$ cat src/rtl/lmg_drain_sequencer.sv
// Drains legal moves from the LMG FIFO into the move-list RAM, then writes a count header.
// Optional zero sentinel after the last move: define LMG_DRAIN_TERMINATOR_EN.
module lmg_drain_sequencer #(
    parameter int ADDR_WIDTH = 15,
    parameter int BASE_ADDR  = 17,
    parameter int HDR_ADDR   = 16,
    parameter int MAX_MOVES  = 255
) (
    input  logic                  clk,
    input  logic                  reset,
    input  logic                  start,
    output logic                  busy,
    output logic                  done,
    output logic [7:0]            move_count,
    output logic                  overflow,
    output logic                  lmg_reset,
    input  logic                  lmg_done,
    input  logic                  lmg_fifo_empty,
    output logic                  lmg_rden,
    input  logic [151:0]          lmg_fifo_out,
    output logic                  ram_req,
    input  logic                  ram_gnt,
    output logic                  ram_wren,
    output logic [ADDR_WIDTH-1:0] ram_wraddr,
    output logic [31:0]           ram_wdata
);

    typedef enum logic [3:0] {
        IDLE,
        LRST,
        WAIT,
        POP,
        LAT,
        SCAN,
        HDR,
`ifdef LMG_DRAIN_TERMINATOR_EN
        TERM,
`endif
        DONE
    } seqState;

    localparam logic [ADDR_WIDTH-1:0] baseAddr = ADDR_WIDTH'(BASE_ADDR);
    localparam logic [ADDR_WIDTH-1:0] hdrAddr  = ADDR_WIDTH'(HDR_ADDR);
    localparam logic [7:0]            maxMoves = 8'(MAX_MOVES);

    seqState        state;
    seqState        stateNext;
    logic           startPrev;
    logic [151:0]   wordReg;
    logic [2:0]     slotIdx;
    logic           anyValid;
    logic [7:0]     moveCount;
    logic           overflowReg;

    logic           launch;
    logic           capture;
    logic           step;
    logic           incCount;
    logic           setOverflow;

    logic [18:0]    slots [8];
    logic [18:0]    curSlot;
    logic           startEdge;

    genvar gi;
    generate
        for (gi = 0; gi < 8; gi++) begin : gSlot
            assign slots[gi] = wordReg[19*gi +: 19];
        end
    endgenerate

    assign curSlot    = slots[slotIdx];
    assign startEdge  = start & ~startPrev;
    assign busy       = (state != IDLE) && (state != DONE);
    assign done       = (state == DONE);
    assign ram_wren   = ram_req & ram_gnt;
    assign move_count = moveCount;
    assign overflow   = overflowReg;

    always_ff @(posedge clk or posedge reset) begin
        if (reset) begin
            state       <= IDLE;
            startPrev   <= 1'b0;
            wordReg     <= '0;
            slotIdx     <= '0;
            anyValid    <= 1'b0;
            moveCount   <= '0;
            overflowReg <= 1'b0;
        end else begin
            state     <= stateNext;
            startPrev <= start;
            if (launch) begin
                moveCount   <= '0;
                overflowReg <= 1'b0;
            end
            if (capture) begin
                wordReg  <= lmg_fifo_out;
                slotIdx  <= '0;
                anyValid <= 1'b0;
            end
            if (step) begin
                slotIdx  <= slotIdx + 3'd1;
                anyValid <= anyValid | ~curSlot[18];
            end
            if (incCount) begin
                moveCount <= moveCount + 8'd1;
            end
            if (setOverflow) begin
                overflowReg <= 1'b1;
            end
        end
    end

    always_comb begin
        stateNext   = state;
        lmg_reset   = 1'b0;
        lmg_rden    = 1'b0;
        ram_req     = 1'b0;
        ram_wraddr  = '0;
        ram_wdata   = '0;
        launch      = 1'b0;
        capture     = 1'b0;
        step        = 1'b0;
        incCount    = 1'b0;
        setOverflow = 1'b0;
        case (state)
            IDLE, DONE: begin
                if (startEdge) begin
                    launch    = 1'b1;
                    stateNext = LRST;
                end
            end
            LRST: begin
                lmg_reset = 1'b1;
                stateNext = WAIT;
            end
            WAIT: begin
                if (lmg_done) begin
                    stateNext = POP;
                end
            end
            POP: begin
                if (lmg_fifo_empty) begin
                    stateNext = HDR;
                end else begin
                    lmg_rden  = 1'b1;
                    stateNext = LAT;
                end
            end
            LAT: begin
                capture   = 1'b1;
                stateNext = SCAN;
            end
            SCAN: begin
                if (curSlot[18]) begin
                    step = 1'b1;
                end else if (moveCount < maxMoves) begin
                    ram_req    = 1'b1;
                    ram_wraddr = baseAddr + ADDR_WIDTH'(moveCount);
                    ram_wdata  = {14'd0, curSlot[17:0]};
                    if (ram_gnt) begin
                        step     = 1'b1;
                        incCount = 1'b1;
                    end
                end else begin
                    setOverflow = 1'b1;
                    step        = 1'b1;
                end
                // A word with no valid slot marks the end of the move stream.
                if (step && (slotIdx == 3'd7)) begin
                    stateNext = (anyValid || !curSlot[18]) ? POP : HDR;
                end
            end
            HDR: begin
                ram_req    = 1'b1;
                ram_wraddr = hdrAddr;
                ram_wdata  = {overflowReg, 23'd0, moveCount};
                if (ram_gnt) begin
`ifdef LMG_DRAIN_TERMINATOR_EN
                    stateNext = TERM;
`else
                    stateNext = DONE;
`endif
                end
            end
`ifdef LMG_DRAIN_TERMINATOR_EN
            TERM: begin
                ram_req    = 1'b1;
                ram_wraddr = baseAddr + ADDR_WIDTH'(moveCount);
                ram_wdata  = 32'd0;
                if (ram_gnt) begin
                    stateNext = DONE;
                end
            end
`endif
            default: stateNext = IDLE;
        endcase
    end

endmodule

$ cat config.mk
export PLATFORM = sky130hd
export DESIGN_NAME = lmg_drain_sequencer
export DESIGN_NICKNAME = d
export VERILOG_FILES = /design/src/rtl/lmg_drain_sequencer.sv
export SDC_FILE = /design/constraint.sdc
export NUM_CORES = 1
export LEC_CHECK = 0
export BUFFER_PORTS_ARGS = -buffer_cell sky130_fd_sc_hd__buf_2
export CORE_UTILIZATION = 40
export CTS_BUF_LIST = sky130_fd_sc_hd__clkbuf_4
export CTS_CLUSTER_SIZE = 12
export DETAILED_ROUTE_END_ITERATION = 8
export GPL_TIMING_DRIVEN = 0
export MAX_ROUTING_LAYER = met4
export PLACE_DENSITY_LB_ADDON = 0.2
export SLEW_MARGIN = 25
export SYNTH_ARGS = -nofsm -noshare
export SYNTH_HDL_FRONTEND = slang
export SYNTH_SLANG_ARGS = --single-unit
$ cat constraint.sdc
create_clock -name clk -period 6 [get_ports clk]
set_clock_uncertainty 0.2 [all_clocks]
set_input_delay 0.3 -clock clk [delete_from_list [all_inputs] [get_ports clk]]
set_output_delay 0.3 -clock clk [all_outputs]
set_load 0.02 [all_outputs]
==> impl_metrics.yaml <==
status:
  run_status: "complete, no violations"
power:
  p_leak_nw: 5.96
  sequentialPowerShare_pct: 37.0
  p_int_mw: 3.00
  pwr-share-comb_pct: 51.1
  swShare_pct: 44.0
  p_sw_mw: 2.36
  peakVddDrop_mv: 0.192
  clkPwrFrac_pct: 11.9
  power_density_nw_per_um2: 465
setup_path:
  crit_arrival_ns: 2.92
  end_kind: "output port"
  path_class: "flip-flop to output port"
  required_ns: 5.50
  worstPathMaxFanout: 10
  start_kind: "flip-flop"
clock_tree:
  cts_buffers: 17
  clk-insertion-delay-late_ns: 0.58
  clockBufferDepth: 2
  cts_tree: "done"
  cts_setup_buffers: 0
  ctsResizeCount: 0
  htreeDepth: 4
  cts_root_buf: "clkbuf_4"
  path_clk_slew_ns: 0.15
  clock_sinks: 169
sta:
  finalSetupTns_ns: 0
  fin_crit_sh_pct: 56.9
  worst_slew_pin_slew_ns: 0.788
  slew_headroom_pct: 47.5
  setup_viol: 0
  rsz0062_at_grt: "no"
  min_period_ns: 3.42
  finalWorstSetupSlack_ns: 2.58
  fmax_mhz: 293
  slew_viol_final: 0
  hold_viol: 0
detailed_routing:
  via_per_inst: 4.84
  initialDrtViolationCount: 399
  vias: 7656
  ant_nets: 0
  drt_wl_total_um: 27100
  first_pass_iters: 5
  drc: 0
  wl_per_cell_um: 17.1
yosys:
  yosys.area.top_type: "dfrtp_1"
  synth_area_leaders: "dfrtp_1 51%, nand2_1 22%, mux4_2 9.9%"
  synth_area_um2: 8230
  synth_edf_count: 0
  synth.most_common_cell: "nand2_1"
  yosysUniqueCellTypes: 48
  syn_inst: 903
  async_reset_ff_share_pct: 100
  synth_seq_cells: 169
  avgSynthCellArea_um2: 9.11
  ys_warn_count: 0
  synth_common_cells: "481 x nand2_1, 169 x dfrtp_1, 36 x mux4_2"
  synth_top_area_share_pct: 51.4
  ys.flop_type: "dfrtp_1"
  seq_area_frac_synth_pct: 51.4
die:
  die_x_um: 145
  rows: 52
  core_area_um2: 20200
  ios: 220
  die_h_um: 145
  dieArea_um2: 21100
  start_util_pct: 40.8
layout:
  areaGrowthSynthToFinish_pct: 40.1
  drive_gt1_share_pct: 24.2
  finalNonFillerCells: 1583
  postLayoutCellArea_um2: 11500
  n_fill_cell: 1891
  nets: 1460
placement:
  place_hpwl_um: 18500
  place.gp.congestion: 0.857
  place_ws_ns: 3.22
  dp.cells: 1393
  placed_area_um2: 9700
  portBuffers: 200
global_routing:
  grt_overflow: 0
  grt_pass1_wl_um: 42400
  grt.total_usage_pct: 27.4
  grt_max_degree: 65
  grt_pass1_vias: 7769
  grt_antenna_before_repair: 1
job:
  max_cap_viol_count: 0
min_path:
  hold_path_class: "input port to async pin"
==> registers in the layout, indices dropped and copies added, names as in the netlist <==
register and flops:
startPrev 1, move_count 8, wordReg 152, anyValid 1
slotIdx 3, state 3, overflow 1
==> path summary, 6_finish.rpt <==
kind                                     from       endpoint  slack, ns  depth (start not counted)
worst max register to register  move_count[0]     slotIdx[2]       3.59                          6
worst max-delay path               slotIdx[1]  ram_wdata[11]       2.58                          6
max in group asynchronous               reset    wordReg[60]       4.89                          4
worst min register to register    wordReg[36]    wordReg[36]       0.29                          2
min in group clk                        start      startPrev       0.19                          2
worst min-delay path                    reset   wordReg[129]       0.04                          3
==> power groups by stage <==
stage                     registers, mW  clock network, mW  logic, mW
after floorplan                    1.92                  0       1.86
after global placement             1.98                  0       2.60
after detailed placement           2.00                  0       2.66
after CTS                          1.98              0.649       2.74
after global routing               2.04              0.692       3.01
final                              1.99              0.637       2.74
==> layout make-up <==
class	instances	area (um^2)	share of cell area [%]
inverter	11	48.8	0.423
timing repair buffer	359	2630	22.8
clock inverter	15	128	1.11
sequential	169	4230	36.7
buffer	70	380	3.30
clock buffer	17	128	1.11
antenna	1	2.50	0.0217
tap	270	338	2.93
multi-input combinational	671	3640	31.6
==> cells in the final DEF (no fill, tap or decap), types with 3 or more instances in the layout <==
| cell | synthesis | final |
|---|---|---|
| clkinv_4 | 0 | 3 |
| xnor2_1 | 5 | 5 |
| nor3_1 | 4 | 4 |
| dfrtp_1 | 169 | 169 |
| mux4_2 | 36 | 36 |
| mux2i_1 | 25 | 25 |
| nand2_1 | 481 | 481 |
| o221ai_1 | 3 | 3 |
| buf_4 | 21 | 21 |
| inv_1 | 11 | 10 |
| clkbuf_1 | 27 | 27 |
| dlygate4sd3_1 | 0 | 157 |
| and2_1 | 5 | 5 |
| ha_1 | 3 | 3 |
| clkbuf_4 | 0 | 17 |
| clkinvlp_4 | 0 | 3 |
| nor2_1 | 29 | 29 |
| a21oi_1 | 5 | 5 |
| clkinv_1 | 0 | 4 |
| conb_1 | 1 | 19 |
| o22ai_1 | 5 | 5 |
| nand3_1 | 5 | 5 |
| buf_2 | 19 | 219 |
| nor2b_1 | 3 | 3 |
| o21ai_0 | 10 | 10 |
==> critical path: stages, from the launching register on <==
cell and delay [ns]:
dfrtp_1 0.47, buf_2 0.37, clkbuf_1 0.60, mux4_2 0.48
mux2i_1 0.17, nor2_1 0.09, buf_2 0.17
==> cell families (layout without fill, tap and decap cells) <==
group,after synthesis,in the layout,synth area share (%)
DFF,169,169,51.4
xor gates and xnor gates,5,5,0.532
buffers and inverters,81,472,5.12
other,1,20,0.0456
AOI/OAI and AO/OA,41,41,3.65
and+or+nand+nor,540,540,25.6
adders and majority gates,3,3,0.456
muxes,63,63,13.2
==> metal layers <==
| layer | share of wire [%] | track usage, % | up-vias | routed length, um |
|---|---|---|---|---|
| met4 | 2.4 | 9.32 | 0 | 646 |
| met2 | 48 | 43.8 | 286 | 13100 |
| li1 | - | - | 3681 | - |
| met5 | 0 | - | - | 0 |
| met3 | 6.0 | 4.39 | 50 | 1620 |
| met1 | 43 | 35.6 | 3639 | 11700 |
==> what timing repair did <==
item	4_1_cts	5_1_grt
hold endpoints to repair	330	0
hold buffers	157	0
endpoints found under the setup margin	0	0
==> through the flow <==
| step | utilization (%) | hold WS [ns] | total power, mW |
|---|---|---|---|
| detailed placement | 48.1 | 0.138 | 4.66 |
| global placement | 47.8 | 0.224 | 4.58 |
| CTS | 57.1 | 0.0501 | 5.37 |
| finish | 57.1 | 0.0440 | 5.36 |
| global route | 57.1 | 0.0690 | 5.75 |
| floorplan | - | 0.131 | 3.78 |
Note: power is estimated with default switching activity, not from simulation.
